File: src/rtl/dmem_lsu_if.sv
// Bundle of core-side request/response signals and cache-side port signals
// for the load/store unit.
//
// Core handshake: a request transfers on a rising edge where cpu_req and
// cpu_ready are both high. The unit then drops cpu_ready until it answers
// with a single-cycle cpu_ack (cpu_err and cpu_rdata valid alongside). The
// ack cycle is itself a ready cycle, so the next request may transfer there.
interface dmem_lsu_if;
    logic        cpu_req;
    logic        cpu_ready;
    logic        cpu_we;
    logic [1:0]  cpu_size;
    logic        cpu_unsigned;
    logic [31:0] cpu_addr;
    logic [31:0] cpu_wdata;
    logic [31:0] cpu_rdata;
    logic        cpu_ack;
    logic        cpu_err;
    logic        dmwr_req;
    logic [3:0]  dmwr_mask;
    logic [31:0] dmdata_in;
    logic [31:0] dmaddr;
    logic [31:0] dmdata_out1;

    // Environment side: the core issuing requests and the cache returning data.
    modport master (
        output cpu_req, cpu_we, cpu_size, cpu_unsigned, cpu_addr, cpu_wdata,
        output dmdata_out1,
        input  cpu_ready, cpu_rdata, cpu_ack, cpu_err,
        input  dmwr_req, dmwr_mask, dmdata_in, dmaddr
    );

    // Load/store unit side.
    modport slave (
        input  cpu_req, cpu_we, cpu_size, cpu_unsigned, cpu_addr, cpu_wdata,
        input  dmdata_out1,
        output cpu_ready, cpu_rdata, cpu_ack, cpu_err,
        output dmwr_req, dmwr_mask, dmdata_in, dmaddr
    );
endinterface

File: src/rtl/dmem_lsu.sv
// Load/store unit in front of a word-wide data cache. Sub-word stores are
// done as read-modify-write so the cache only ever sees full-word writes;
// loads get lane extraction and sign/zero extension.
module dmem_lsu #(
    parameter int MEM_WORDS_LOG2 = 6,
    parameter bit RANGE_CHECK    = 1'b1
) (
    input  logic       clk,
    input  logic       rst,
    dmem_lsu_if.slave  bus,
    output logic [2:0] dbg_state
);

    localparam logic [2:0] S_IDLE  = 3'd0;
    localparam logic [2:0] S_RD    = 3'd1;
    localparam logic [2:0] S_WR    = 3'd2;
    localparam logic [2:0] S_LDONE = 3'd3;
    localparam logic [2:0] S_ERR   = 3'd4;

    localparam logic [1:0] SZ_BYTE = 2'b00;
    localparam logic [1:0] SZ_HALF = 2'b01;
    localparam logic [1:0] SZ_WORD = 2'b10;

    logic [2:0]  state;
    logic [2:0]  state_nxt;
    logic [31:0] a_addr;
    logic [31:0] a_wdata;
    logic [1:0]  a_size;
    logic        a_we;
    logic        a_uns;

    logic        accept;
    logic        acc_err;
    logic        range_err;
    logic [31:0] addr_hi;
    logic [7:0]  ld_byte;
    logic [15:0] ld_half;
    logic [31:0] ld_val;
    logic [31:0] wr_word;

    assign bus.cpu_ready = (state == S_IDLE);
    assign accept        = bus.cpu_req && bus.cpu_ready;
    assign dbg_state     = state;

    // Bits above the cache depth must be zero when range checking is on.
    assign addr_hi   = bus.cpu_addr >> (MEM_WORDS_LOG2 + 2);
    assign range_err = RANGE_CHECK && (addr_hi != 32'd0);

    // Request-time error decode: illegal size, misalignment, out of range.
    always_comb begin
        acc_err = range_err;
        case (bus.cpu_size)
            SZ_HALF: if (bus.cpu_addr[0])          acc_err = 1'b1;
            SZ_WORD: if (bus.cpu_addr[1:0] != 2'b00) acc_err = 1'b1;
            2'b11:   acc_err = 1'b1;
            default: ;
        endcase
    end

    // Next-state selection.
    always_comb begin
        state_nxt = state;
        case (state)
            S_IDLE: begin
                if (accept) begin
                    if (acc_err)
                        state_nxt = S_ERR;
                    else if (bus.cpu_we && bus.cpu_size == SZ_WORD)
                        state_nxt = S_WR;
                    else
                        state_nxt = S_RD;
                end
            end
            S_RD:    state_nxt = a_we ? S_WR : S_LDONE;
            S_WR:    state_nxt = S_IDLE;
            S_LDONE: state_nxt = S_IDLE;
            S_ERR:   state_nxt = S_IDLE;
            default: state_nxt = S_IDLE;
        endcase
    end

    // Load path: pick the addressed lane from the cache word and extend it.
    always_comb begin
        ld_byte = bus.dmdata_out1[{a_addr[1:0], 3'b000} +: 8];
        ld_half = a_addr[1] ? bus.dmdata_out1[31:16] : bus.dmdata_out1[15:0];
        case (a_size)
            SZ_BYTE: ld_val = a_uns ? {24'd0, ld_byte} : {{24{ld_byte[7]}}, ld_byte};
            SZ_HALF: ld_val = a_uns ? {16'd0, ld_half} : {{16{ld_half[15]}}, ld_half};
            default: ld_val = bus.dmdata_out1;
        endcase
    end

    // Store path: word stores pass through, sub-word stores merge into the
    // word read back from the cache in the preceding RD cycle.
    always_comb begin
        wr_word = bus.dmdata_out1;
        case (a_size)
            SZ_BYTE: wr_word[{a_addr[1:0], 3'b000} +: 8] = a_wdata[7:0];
            SZ_HALF: wr_word[{a_addr[1], 4'b0000} +: 16] = a_wdata[15:0];
            default: wr_word = a_wdata;
        endcase
    end

    // The write strobe is cut by reset in the same cycle so an aborted
    // read-modify-write never reaches the cache.
    assign bus.dmwr_req  = (state == S_WR) && !rst;
    assign bus.dmwr_mask = bus.dmwr_req ? 4'b1111 : 4'b0000;
    assign bus.dmdata_in = (state == S_WR) ? wr_word : 32'd0;

    // State, latched request and registered core responses.
    always_ff @(posedge clk) begin
        if (rst) begin
            state         <= S_IDLE;
            a_addr        <= 32'd0;
            a_wdata       <= 32'd0;
            a_size        <= 2'b00;
            a_we          <= 1'b0;
            a_uns         <= 1'b0;
            bus.cpu_rdata <= 32'd0;
            bus.cpu_ack   <= 1'b0;
            bus.cpu_err   <= 1'b0;
            bus.dmaddr    <= 32'd0;
        end else begin
            state       <= state_nxt;
            bus.cpu_ack <= 1'b0;
            bus.cpu_err <= 1'b0;
            case (state)
                S_IDLE: begin
                    if (accept) begin
                        a_addr  <= bus.cpu_addr;
                        a_wdata <= bus.cpu_wdata;
                        a_size  <= bus.cpu_size;
                        a_we    <= bus.cpu_we;
                        a_uns   <= bus.cpu_unsigned;
                        // Erroneous requests leave the cache address alone.
                        if (!acc_err)
                            bus.dmaddr <= {2'b00, bus.cpu_addr[31:2]};
                    end
                end
                S_WR: bus.cpu_ack <= 1'b1;
                S_LDONE: begin
                    bus.cpu_rdata <= ld_val;
                    bus.cpu_ack   <= 1'b1;
                end
                S_ERR: begin
                    bus.cpu_rdata <= 32'd0;
                    bus.cpu_ack   <= 1'b1;
                    bus.cpu_err   <= 1'b1;
                end
                default: ;
            endcase
        end
    end

endmodule

File: src/flat_wrapper.sv
// flat-port wrapper written by rule: the top's interface ports become plain ports
module dmem_lsu_flat 
#(
    parameter int MEM_WORDS_LOG2 = 6,
    parameter bit RANGE_CHECK    = 1'b1
)
  (clk, rst, dbg_state, bus_cpu_req, bus_cpu_we, bus_cpu_size, bus_cpu_unsigned, bus_cpu_addr, bus_cpu_wdata, bus_dmdata_out1, bus_cpu_ready, bus_cpu_rdata, bus_cpu_ack, bus_cpu_err, bus_dmwr_req, bus_dmwr_mask, bus_dmdata_in, bus_dmaddr);
  dmem_lsu_if bus_i ();
  input  logic clk;
  input  logic rst;
  output logic [2:0] dbg_state;
  input wire logic [$bits(bus_i.cpu_req)-1:0] bus_cpu_req;
  input wire logic [$bits(bus_i.cpu_we)-1:0] bus_cpu_we;
  input wire logic [$bits(bus_i.cpu_size)-1:0] bus_cpu_size;
  input wire logic [$bits(bus_i.cpu_unsigned)-1:0] bus_cpu_unsigned;
  input wire logic [$bits(bus_i.cpu_addr)-1:0] bus_cpu_addr;
  input wire logic [$bits(bus_i.cpu_wdata)-1:0] bus_cpu_wdata;
  input wire logic [$bits(bus_i.dmdata_out1)-1:0] bus_dmdata_out1;
  output wire logic [$bits(bus_i.cpu_ready)-1:0] bus_cpu_ready;
  output wire logic [$bits(bus_i.cpu_rdata)-1:0] bus_cpu_rdata;
  output wire logic [$bits(bus_i.cpu_ack)-1:0] bus_cpu_ack;
  output wire logic [$bits(bus_i.cpu_err)-1:0] bus_cpu_err;
  output wire logic [$bits(bus_i.dmwr_req)-1:0] bus_dmwr_req;
  output wire logic [$bits(bus_i.dmwr_mask)-1:0] bus_dmwr_mask;
  output wire logic [$bits(bus_i.dmdata_in)-1:0] bus_dmdata_in;
  output wire logic [$bits(bus_i.dmaddr)-1:0] bus_dmaddr;
  assign bus_i.cpu_req = bus_cpu_req;
  assign bus_i.cpu_we = bus_cpu_we;
  assign bus_i.cpu_size = bus_cpu_size;
  assign bus_i.cpu_unsigned = bus_cpu_unsigned;
  assign bus_i.cpu_addr = bus_cpu_addr;
  assign bus_i.cpu_wdata = bus_cpu_wdata;
  assign bus_i.dmdata_out1 = bus_dmdata_out1;
  assign bus_cpu_ready = bus_i.cpu_ready;
  assign bus_cpu_rdata = bus_i.cpu_rdata;
  assign bus_cpu_ack = bus_i.cpu_ack;
  assign bus_cpu_err = bus_i.cpu_err;
  assign bus_dmwr_req = bus_i.dmwr_req;
  assign bus_dmwr_mask = bus_i.dmwr_mask;
  assign bus_dmdata_in = bus_i.dmdata_in;
  assign bus_dmaddr = bus_i.dmaddr;
  dmem_lsu #(.MEM_WORDS_LOG2(MEM_WORDS_LOG2), .RANGE_CHECK(RANGE_CHECK)) u_core (.clk(clk), .rst(rst), .bus(bus_i), .dbg_state(dbg_state));
endmodule
File: config.mk
export PLATFORM = sky130hd
export DESIGN_NAME = dmem_lsu_flat
export DESIGN_NICKNAME = d
export VERILOG_FILES = /design/src/rtl/dmem_lsu_if.sv /design/src/rtl/dmem_lsu.sv /design/src/flat_wrapper.sv
export SDC_FILE = /design/constraint.sdc
export NUM_CORES = 1
export LEC_CHECK = 0
export ABC_AREA = 1
export CAP_MARGIN = 20
export CORE_UTILIZATION = 44
export DETAILED_ROUTE_END_ITERATION = 10
export GPL_TIMING_DRIVEN = 0
export PLACE_DENSITY = 0.77
export SLEW_MARGIN = 20
export SYNTH_ARGS = -nofsm -noshare
export SYNTH_HDL_FRONTEND = slang
export SYNTH_SLANG_ARGS = --single-unit
File: constraint.sdc
create_clock -name clk -period 4.79 [get_ports clk]
set_clock_uncertainty 0.2 [all_clocks]
set_input_delay 0.958 -clock clk [delete_from_list [all_inputs] [get_ports clk]]
set_output_delay 0.958 -clock clk [all_outputs]
set_load 0.02 [all_outputs]
==> flow_summary.yaml <==
timing:
  tightest_slew_ps: 707.1
  post-route-period-util_pct: 96.29
  setup_viol: 0
  rsz0062_at_grt: "yes"
  fmax_mhz: 216.8
  hold_slack_ps: 257.7
  tns_ps: 0
  final_hold_viol_count: 0
  fin_crit_ps: 4612
  slew_violations: 0
  slew_headroom_pct: 52.86
final_layout:
  final_nets: 1317
  area.growth.synth_to_final_pct: 41.34
  diodes: 0
  final_cell_mix: "clkdlybuf4s50_1, nand2_1, inv_1"
  final_common_cell: "clkdlybuf4s50_1"
  layout-drive-gt1-share_pct: 7.680
  multi_input_area_mm2: 0.003282
  finish.utilization_pct: 64.23
  ff_latch_area_mm2: 0.002102
  fillers: 1339
setup_path:
  crit_path_max_incr_delay_ps: 710
  r2r_cells: 5
  r2r_setup_slack_ps: 2740
  rr_endpoint: "u_core.bus.cpu_rdata[4]"
  rr_startpoint: "u_core.a_addr[1]"
  critPathArrivalTime_ps: 3450
  crit_path_start: "u_core.a_addr[1]"
  critPathRequiredTime_ps: 3630
  crit_slowest_cell: "clkdlybuf4s50_1"
  crit_path_end: "bus_dmdata_in[4]"
  path_cells: "inv_2 > ha_1 > buf_2 > nor3_2 > nand2_1 > a211oi_1 > clkdlybuf4s50_1"
  cp-end-kind: "primary output"
  crit_type: "reg -> out"
  cp-start-kind: "flop"
  critPathMaxFanout: 18
detailed_routing:
  dr.pass1.iters: 5
  drc: 0
  ant_nets: 0
  num_vias: 7444
  viasPerCell: 5.352
  wl_per_cell_um: 17.09
  routed_wl_um: 23770
  drtIter0Drc: 661
outcome:
  status: "finished clean"
floorplanning:
  die_y_um: 122.0
  die_area_mm2: 0.01488
  rows: 43
  ios: 210
  chipWidth_um: 122.0
  core_mm2: 0.01393
  start_util_pct: 45.44
clock_network:
  cts_htree_levels: 3
  clk_latency_ps: 360
  cts_sinks: 105
  max-clock-path-buffers: 2
  clkSlewWorstSetupHoldPaths_ps: 70
  numCtsBuffers: 9
  root_buffer: "clkbuf_16"
  cts_tree: "built"
  hold_buffers: 0
global_route:
  grt_max_degree: 19
  grt_pass1_vias: 6701
  antenna_found_initial: 0
  grt_pass1_wl_um: 36200
  grtUsageTotal_pct: 32.13
  grt-ovfl-total: 0
pwr:
  p_leak_nw: 3.652
  irDropWorstVdd_uv: 159.7
  power_density_mw_per_mm2: 285.8
synthesis:
  ys_ff_latch: 105
  synth.avg_cell_area_um2: 6.403
  netlist.area_leader.share_pct: 33.20
  synthCells: 989
  synth_cell_types: 34
  synth_area_leader_cell: "dfxtp_1"
  ys_seq_area_share_pct: 33.20
  synth.area.top_cells: "dfxtp_1, nand2_1, a21oi_1, inv_1, o21ai_0"
  synth_warnings: 0
  synth_area_mm2: 0.006332
run:
  timing.max_cap.violations: 0
place:
  io_buffers: 206
  gp_congestion: 1.070
  hpwlAfterDp_um: 18190
hold_path:
  hold_path_class: "reg -> reg"
  hp-start: "u_core.a_wdata[23]"
  holdPathStages: 2
[power breakdown]
part	leakage (nW)	internal (mW)	switching, mW	total (mW)
Combinational	2.63	0.284	0.460	0.744
Sequential	0.859	0.929	0.0478	0.977
Clock	0.162	0.465	0.371	0.836
[synthesized netlist by cell type]
cell        n
nor3_2      1
conb_1      1
a211oi_1   15
buf_8       1
nand2_4     1
buf_1       4
o211ai_1   22
a21oi_1   121
clkbuf_1   30
clkinv_1    1
inv_1     147
nand4_1    30
o221ai_1    2
o21ai_2     1
nand2_1   172
nand3_2     1
nand2_2    10
nor2_1     99
buf_6       3
nor3_1      5
a21oi_2     9
dfxtp_1   105
buf_4      10
o21ai_1     5
a31oi_1     8
nand3_4     2
o22ai_1    16
buf_2      25
ha_1        8
inv_2       6
o21ai_0    89
nor2_2      6
or2_0       1
nand3_1    32
[worst min path at each step]
stage                          endpoint  slack (ps)
4_1_cts              u_core.a_wdata[23]         260
5_1_grt        u_core.bus.cpu_rdata[13]         280
6_report             u_core.a_wdata[23]         260
3_5_place_dp         u_core.a_wdata[23]         250
3_3_place_gp         u_core.a_wdata[31]         240
2_1_floorplan        u_core.a_wdata[31]         230
[area by class of cell]
type | count | share of cell area (%)
clock buffer | 9 | 2.516
multi-input combinational | 658 | 36.67
clock inverter | 7 | 1.146
tap | 180 | 2.516
timing repair buffer | 206 | 23.04
inverter | 154 | 6.459
buffer | 72 | 4.166
sequential | 105 | 23.49
[timing repair]
item,4_1_cts,5_1_grt
setup buffers,0,0
hold endpoints to repair,0,0
resized for setup,1,0
endpoints found under the setup margin,2,12
[critical path, delay by kind of cell (launching register included)]
kind	cells	cell delay [ps]
AOI/OAI and AO/OA	1	500
adders and majority gates	1	320
buffers and inverters	3	1140
DFF	1	570
and+or+nand+nor	2	570
[routing by layer]
metal / track usage, % / vias to the layer above / wire, um
met5: 0 / - / 0
met4: 16.13 / 0 / 974
met3: 5.571 / 67 / 2204
met2: 47.10 / 377 / 10080
met1: 44.88 / 3349 / 10510
li1: - / 3651 / -
[cell families after synthesis]
family | count (synthesis) | share of synthesized area (%)
AOI/OAI and AO/OA | 288 | 25.41
DFF | 105 | 33.20
buffers and inverters | 227 | 15.08
other | 1 | 0.05922
adders and majority gates | 8 | 1.581
and+or+nand+nor | 360 | 24.68
[state kept, by name, summed over array words and instances (netlist names)]
name and cells:
u_core.a_addr 2, u_core.dbg_state 3, u_core.bus.cpu_err 1, u_core.bus.cpu_ack 1
u_core.a_uns 1, u_core.a_wdata 32, u_core.bus.cpu_rdata 32, u_core.a_size 2
u_core.a_we 1, u_core.bus.dmaddr 30
[per-stage QoR]
step / power (mW) / setup slack (ps) / instances / area, um^2
global route: 2.670 / -1.827 / 1391 / 8950
CTS: 2.544 / 29.06 / 1392 / 8954
global placement: 1.714 / 360.3 / 1376 / 8623
detailed placement: 1.720 / 385.2 / 1376 / 8623
floorplan: 1.425 / 1407 / 990 / 6336
finish: 2.558 / 177.7 / 1391 / 8950
(Power assumes the default switching activity.)
